[src/rtl/zone_irrigation_fsm.sv]
// Multi-zone irrigation sequencer: one shared pump, ZONES valves served round-robin,
// with pump priming, a per-zone on-time limit and pressure-loss fault latching.
module zone_irrigation_fsm #(
  parameter int ZONES        = 4,
  parameter int PRIME_TICKS  = 8,
  parameter int MAX_ON_TICKS = 32
) (
  input  logic                       Ck,
  input  logic                       Clr,
  input  logic                       H1,
  input  logic                       O6,
  input  logic                       I_rain,
  input  logic                       I_press,
  input  logic [ZONES-1:0]           I_dry,
  output logic                       pump,
  output logic [ZONES-1:0]           valve,
  output logic                       alarm,
  output logic                       busy,
  output logic [$clog2(ZONES)-1:0]   zone_idx
);

  // state    | meaning
  // S_IDLE   | pump off, waiting for go with at least one dry zone
  // S_PRIME  | pump on, waiting for line pressure
  // S_WATER  | pump on, valve of zone_idx open
  // S_SWITCH | one cycle between zones, advances the round-robin pointer
  // S_FAULT  | latched alarm until the schedule window closes

  localparam int IW   = $clog2(ZONES);
  localparam int TMAX = (PRIME_TICKS > MAX_ON_TICKS) ? PRIME_TICKS : MAX_ON_TICKS;
  localparam int CW   = $clog2(TMAX + 1);

  localparam logic [CW-1:0] PRIME_LAST = CW'(PRIME_TICKS - 1);
  localparam logic [CW-1:0] ON_LAST    = CW'(MAX_ON_TICKS - 1);
  localparam logic [IW-1:0] ZONE_LAST  = IW'(ZONES - 1);

  typedef enum logic [2:0] {
    S_IDLE   = 3'd0,
    S_PRIME  = 3'd1,
    S_WATER  = 3'd2,
    S_SWITCH = 3'd3,
    S_FAULT  = 3'd4
  } state_t;

  state_t            state_q, state_d;
  logic [CW-1:0]     cnt_q, cnt_d;
  logic [IW-1:0]     zone_idx_q, zone_idx_d;
  logic [IW-1:0]     rr_ptr_q, rr_ptr_d;
  logic              pump_q, pump_d;
  logic [ZONES-1:0]  valve_q, valve_d;
  logic              alarm_q, alarm_d;
  logic              busy_q, busy_d;

  logic              go;
  logic              any_dry;
  logic [IW-1:0]     rr_next;

  // First dry zone at or after start, wrapping past ZONES-1 to 0.
  function automatic logic [IW-1:0] rr_pick(input logic [IW-1:0] start,
                                            input logic [ZONES-1:0] dry);
    logic [IW-1:0] pick;
    logic [IW-1:0] cand;
    logic          found;
    int            idx;
    pick  = start;
    found = 1'b0;
    for (int k = 0; k < ZONES; k++) begin
      idx = int'(start) + k;
      if (idx >= ZONES) idx = idx - ZONES;
      cand = IW'(idx);
      if (!found && dry[cand]) begin
        pick  = cand;
        found = 1'b1;
      end
    end
    return pick;
  endfunction

  always_comb begin
    state_d    = state_q;
    cnt_d      = cnt_q;
    zone_idx_d = zone_idx_q;
    rr_ptr_d   = rr_ptr_q;

    go      = H1 & ~O6 & ~I_rain;
    any_dry = |I_dry;
    rr_next = (zone_idx_q == ZONE_LAST) ? '0 : zone_idx_q + 1'b1;

    case (state_q)
      S_IDLE: begin
        if (go && any_dry) begin
          zone_idx_d = rr_pick(rr_ptr_q, I_dry);
          cnt_d      = '0;
          state_d    = S_PRIME;
        end
      end
      S_PRIME: begin
        if (!go) begin
          state_d = S_IDLE;
          cnt_d   = '0;
        end else if (I_press) begin
          state_d = S_WATER;
          cnt_d   = '0;
        end else if (cnt_q == PRIME_LAST) begin
          state_d = S_FAULT;
          cnt_d   = '0;
        end else begin
          cnt_d = cnt_q + 1'b1;
        end
      end
      S_WATER: begin
        // abort beats pressure loss, pressure loss beats completion
        if (!go) begin
          state_d = S_IDLE;
          cnt_d   = '0;
        end else if (!I_press) begin
          state_d = S_FAULT;
          cnt_d   = '0;
        end else if (!I_dry[zone_idx_q] || (cnt_q == ON_LAST)) begin
          state_d = S_SWITCH;
          cnt_d   = '0;
        end else begin
          cnt_d = cnt_q + 1'b1;
        end
      end
      S_SWITCH: begin
        rr_ptr_d = rr_next;
        cnt_d    = '0;
        if (go && any_dry) begin
          zone_idx_d = rr_pick(rr_next, I_dry);
          state_d    = S_PRIME;
        end else begin
          state_d = S_IDLE;
        end
      end
      S_FAULT: begin
        if (!H1) begin
          state_d = S_IDLE;
          cnt_d   = '0;
        end
      end
      default: begin
        state_d = S_IDLE;
        cnt_d   = '0;
      end
    endcase

    // Outputs are the Moore decode of the next state, so they register alongside it.
    pump_d  = (state_d == S_PRIME) || (state_d == S_WATER) || (state_d == S_SWITCH);
    busy_d  = pump_d;
    alarm_d = (state_d == S_FAULT);
    valve_d = '0;
    if (state_d == S_WATER) valve_d[zone_idx_d] = 1'b1;
  end

  always_ff @(posedge Ck) begin
    if (!Clr) begin
      state_q    <= S_IDLE;
      cnt_q      <= '0;
      zone_idx_q <= '0;
      rr_ptr_q   <= '0;
      pump_q     <= 1'b0;
      valve_q    <= '0;
      alarm_q    <= 1'b0;
      busy_q     <= 1'b0;
    end else begin
      state_q    <= state_d;
      cnt_q      <= cnt_d;
      zone_idx_q <= zone_idx_d;
      rr_ptr_q   <= rr_ptr_d;
      pump_q     <= pump_d;
      valve_q    <= valve_d;
      alarm_q    <= alarm_d;
      busy_q     <= busy_d;
    end
  end

  assign pump     = pump_q;
  assign valve    = valve_q;
  assign alarm    = alarm_q;
  assign busy     = busy_q;
  assign zone_idx = zone_idx_q;

endmodule

[config.mk]
export PLATFORM = sky130hd
export DESIGN_NAME = zone_irrigation_fsm
export DESIGN_NICKNAME = d
export VERILOG_FILES = /design/src/rtl/zone_irrigation_fsm.sv
export SDC_FILE = /design/constraint.sdc
export NUM_CORES = 1
export LEC_CHECK = 0
export BUFFER_PORTS_ARGS = -buffer_cell sky130_fd_sc_hd__buf_2
export CORE_UTILIZATION = 49
export CTS_CLUSTER_SIZE = 25
export DETAILED_ROUTE_END_ITERATION = 6
export GPL_TIMING_DRIVEN = 0
export HOLD_SLACK_MARGIN = 0.03
export PLACE_DENSITY = 0.7
export SETUP_SLACK_MARGIN = 0.4
export SLEW_MARGIN = 20
export SYNTH_ARGS = -nofsm -noshare
export SYNTH_HDL_FRONTEND = slang
export SYNTH_SLANG_ARGS = --single-unit
[constraint.sdc]
create_clock -name Ck -period 1.7 [get_ports Ck]
set_input_delay 0.255 -clock Ck [delete_from_list [all_inputs] [get_ports Ck]]
set_output_delay 0.255 -clock Ck [all_outputs]
set_load 0.01 [all_outputs]
## After elaboration in Yosys (flattened, before gate mapping)

Index checks and enable logic that the tools add are counted.
W data, S select, Z words.

- Flip-flop bits (word level): 19
- Input port bits: 10
- Output and inout port bits: 9
- Logic and storage cells: 174

- Add/sub/neg operators: 16
- Magnitude comparators: 19
- Eq/ne operators: 13
- Multiplexer cells: 93
- Bitwise logic cells: 4
- Reduce and logical (&&, ||, !) cells: 22

Operator list:

| cell | count |
|---|---|
| $mux W2 | 35 |
| $mux W6 | 8 |
| $lt A2 B3 Y1 const B | 10 |
| $mux W1 | 29 |
| $mux W3 | 8 |
| $pmux W6 S4 | 1 |
| $bmux W1 S2 | 9 |
| $ge A3 B3 Y1 const B | 6 |
| $sub A2 B1 Y2 const B | 8 |
| $pmux W3 S5 | 1 |
| $add A2 B2 Y3 const B | 4 |
| $eq A3 B2 Y1 const B | 4 |
| $logic_and A1 B1 Y1 | 8 |
| $logic_not A1 Y1 | 7 |
| $add A2 B1 Y3 const B | 2 |
| $add A6 B1 Y6 const B | 1 |
| $eq A3 B1 Y1 const B | 2 |
| $eq A3 B3 Y1 const B | 2 |
| $eq A6 B3 Y1 const B | 1 |
| $eq A6 B5 Y1 const B | 1 |
| $ge A2 B3 Y1 const B | 2 |
| $ne A2 B2 Y1 const B | 2 |
| $pmux W2 S2 | 1 |
| $reduce_and A2 Y1 | 2 |
| other kinds (9) | 13 |

## Depth between registers and ports, before layout

- Depth in word-level cells: 30
- Depth in mapped cells: 6
- Mapped depth without buffers: 6

## Worst setup path after synthesis

No wires, ideal clock.

- Kind: register to register
- From: register zone_idx_q[0] (netlist: zone_idx[0])
- To: register cnt_q[4]
- Library setup time: 0.117 ns
- Arrival: 1.628 ns
- Path slack: -0.045 ns
- Stages on the path, launching flop included: 6
- Buffers on the path: 0
- Cell sequence: dfxtp_1 > mux4_2 > o2111ai_1 > a21oi_1 > a21o_1 > a22o_1

- Longest elaborated chain between the ends: 8

RTL lines:

| item | line | source |
|---|---|---|
| start, declared | 47 | `logic [IW-1:0] zone_idx_q, zone_idx_d;` |
| start signal, assigned | 169 | `zone_idx_q <= zone_idx_d;` |
| $bmux W1 S2 | 119 | `end else if (!I_dry[zone_idx_q] \|\| (cnt_q == ON_LAST)) begin` |
| $mux W1 (not written as such) | 119 |  |
| $logic_not A1 Y1 | 119 |  |
| $logic_or A1 B1 Y1 | 119 |  |
| $mux W6 | 119 |  |
| $mux W6 | 116 | `end else if (!I_press) begin` |
| $mux W6 | 113 | `if (!go) begin` |
| $pmux W6 S4 | 89 | `case (state_q)` |
| end signal, assigned | 168 | `cnt_q <= cnt_d;` |
| end, declared | 46 | `logic [CW-1:0] cnt_q, cnt_d;` |

No other way between the ends. The select of a mux whose other input is x is not followed.
A chain may end at the register's enable or synchronous reset.

## Worst setup path in the final report

- From: register zone_idx_q[0] (netlist: zone_idx[0])
- To: register zone_idx_q[1] (netlist: zone_idx[1])

- Longest elaborated chain between the ends: 26

RTL lines:

| item | line | source |
|---|---|---|
| $add A2 B1 Y2 / $eq A2 B2 Y1 (equally long branches) | 87 | `rr_next = (zone_idx_q == ZONE_LAST) ? '0 : zone_idx_q + 1'b1;` |
| $mux W2 (*) | 87 |  |
| named net rr_next[1] | 56 | `logic [IW-1:0] rr_next;` |
| $ge A2 B3 Y1 / $sub A2 B1 Y2 (equally long branches) | 69 | `if (idx >= ZONES) idx = idx - ZONES;` |
| $mux W2 | 69 |  |
| $mux W2 | 129 | `if (go && any_dry) begin` |
| $mux W2 | 89 |  |
| $bmux W1 S2 | 71 | `if (!found && dry[cand]) begin` |
| (+11 left out) | n/a |  |
| $mux W1 | 71 |  |
| $mux W1 | 129 |  |
| $mux W1 | 89 |  |
| $logic_not A1 Y1 | 71 |  |
| $logic_and A1 B1 Y1 | 71 |  |
| $mux W2 (*) | 71 |  |
| $mux W2 (*) | 129 |  |
| $pmux W2 S2 (*) | 89 |  |

The timed path passes the listed nets; every way through them passes the cells marked *. The select of a mux whose other input is x is not followed.

==> results_dict.tcl <==
set metrics [dict create \
    routed_wl_um 3710 \
    p_leak_uw 0.000685 \
    fin_nets 189 \
    path_clk_slew_ns 0.13 \
    synth_top_area_share 0.338 \
    powerDensity_nw_per_um2 493 \
    die_area_um2 2490 \
    worst_pin_slew_ns 0.432 \
    grt_max_degree 12 \
    dp.cells 181 \
    reg2regPathDepth 7 \
    end_kind "flip-flop" \
    dpl.hpwl_um 1990 \
    ys_seq_elements 19 \
    start_kind "flip-flop" \
    clock_latency_ns 0.32 \
    cts_tree "done" \
    ys_seq_area_frac 0.338 \
    synthCells 137 \
    rows 16 \
    min_path_cells 2 \
    netlist_top_cells_area "dfxtp_1, nor2_1, nor3_1, nand2_1, nor3b_1" \
    initial_core_util 0.546 \
    overflow 0 \
    drc 0 \
    postCtsHoldBufs 0 \
    critical_path_arrival_ns 1.89 \
    post_drt_wl_per_cell_um 18.3 \
    rsz0062_at_grt "true" \
    core_area_um2 2060 \
    diodes 0 \
    syn_to_final_growth_pct 48.4 \
    numCtsBuffers 3 \
    hold_viol 0 \
    first_global_vias 1159 \
    hp-class "input pin to flip-flop" \
    antenna_found_initial 0 \
    synth-edff-count 0 \
    ir_drop_v 0.000570 \
    io_pins 19 \
    max_freq_mhz 602 \
    required_ns 1.93 \
    finalNonFillerCells 203 \
    cts_buffer_depth 2 \
    synth_top_area_cell "dfxtp_1" \
    port_buffers 17 \
    viasPerCell 6.37 \
    grt_pass1_wl_um 5000 \
    yosysUniqueCellTypes 45 \
    synthesis.area_um2 1130 \
    h-tree-depth 1 \
    finalSetupViolations 0 \
    syn_area_per_cell_um2 8.22 \
    synth_top_flop_cell "dfxtp_1" \
    syn_nets 149 \
    critPathMaxFanout 6 \
    fin_crit_sh 0.976 \
    drive_gt1_frac 0.494 \
    vias 1294 \
    min_period_ns 1.66 \
    grt_usage 0.270 \
    maxCapViolCount 0 \
    critPathKind "flip-flop to flip-flop" \
    async_reset_ff_frac 0 \
    drt_iter0_drc 47 \
    place_area_um2 1310 \
    first_pass_iters 4 \
    clkSinkCount 19 \
    fin_skew_ns 0.0134 \
    max-slew-margin-rel 0.710 \
    die_x_um 49.9 \
    drv_slew 0 \
    yosys_warnings 0 \
    tns_ns 0 \
    r2r_slack_ns 0.04 \
    post-route-cell-area_um2 1670 \
    outcome "completed" \
    gp_congestion 0.937 \
    ant_nets 0 \
    fp.dieH_um 49.9 \
    ctsRootBufferMaster "clkbuf_4" \
]
-- area by class of cell --
| type | count | area [µm²] |
|---|---|---|
| multi-input combinational | 111 | 921 |
| sequential | 19 | 398 |
| fill | 120 | 390 |
| timing repair buffer | 35 | 238 |
| buffer | 6 | 50.0 |
| tap | 27 | 33.8 |
| clock buffer | 3 | 22.5 |
| clock inverter | 1 | 5.00 |
| inverter | 1 | 3.75 |
-- stage by stage --
| stage | utilization | setup WS [ns] | hold slack [ns] | power, µW |
|---|---|---|---|---|
| floorplan | - | 0.0306 | 0.382 | 518 |
| global placement | 0.635 | -0.115 | 0.455 | 549 |
| detailed placement | 0.635 | -0.147 | 0.463 | 553 |
| CTS | 0.756 | 0.0788 | 0.216 | 804 |
| global route | 0.811 | 0.00463 | 0.240 | 855 |
| finish | 0.811 | 0.0400 | 0.248 | 824 |
-- metal layers --
layer | up-vias | track usage | share of wire
met5 | - | 0 | 0
met4 | 0 | 0.124 | 0.050
met3 | 22 | 0.0648 | 0.083
met2 | 86 | 0.464 | 0.49
met1 | 598 | 0.311 | 0.38
li1 | 588 | - | -
-- synth_stat cells (3+ instances only) --
cell / n
dfxtp_1: 19
o21ai_0: 6
and3_1: 3
nor3_1: 10
nand2b_1: 5
nand3_1: 7
buf_2: 3
nor2b_1: 4
nand2_1: 10
nor2_1: 15
a21oi_1: 4
o21a_1: 3
nor3b_1: 5
-- state kept, by name (all words and copies together) (netlist names) --
register / flops
busy: 1
valve: 4
zone_idx: 2
rr_ptr_q: 2
alarm: 1
cnt_q: 6
state_q: 3
-- cell usage in the layout (no fill, tap or decap), drive strengths merged, types with 3 or more instances in the layout --
| cell type | count |
|---|---|
| o21a | 3 |
| nor3 | 10 |
| nand2 | 10 |
| nand2b | 5 |
| nor2 | 15 |
| nor2b | 4 |
| nand3 | 7 |
| and2 | 3 |
| dfxtp | 19 |
| a21oi | 4 |
| o21ai | 8 |
| nor3b | 5 |
| clkbuf | 4 |
| buf | 40 |
| and3 | 3 |
-- worst max-delay path, stage by stage (launching register included) --
cell and delay [ns]:
dfxtp_4 0.38, buf_6 0.12, ha_4 0.26, nand2b_4 0.14, a21oi_2 0.18, o221ai_2 0.13, buf_4 0.16, a31oi_1 0.21
-- repair_timing --
item                       4_1_cts  5_1_grt
pin swaps                       11       12
buffers inserted                16        2
resized for setup               22       26
setup endpoints to repair       17       17
-- cells by family (layout without fill, tap and decap cells) --
logic type,Yosys count,count (layout),share of synthesized area
AOI/OAI and AO/OA,33,33,0.208
xor gates and xnor gates,1,1,0.00778
adders and majority gates,2,2,0.0222
buffers and inverters,7,46,0.0333
DFF,19,19,0.338
muxes,3,3,0.0378
and+or+nand+nor,72,72,0.353
-- power by group --
part / internal [µW] / switching (µW)
clock network: 88.1 / 159
registers: 442 / 2.17
logic: 58.4 / 74.2
total: 588 / 236
-- final timing paths --
kind,start,endpoint
setup / recovery,zone_idx[0],zone_idx[1]
hold / removal,Clr,state_q[2]
hold reg to reg,cnt_q[5],cnt_q[5]
setup reg to reg,zone_idx[0],zone_idx[1]
(Power assumes the default switching activity.)
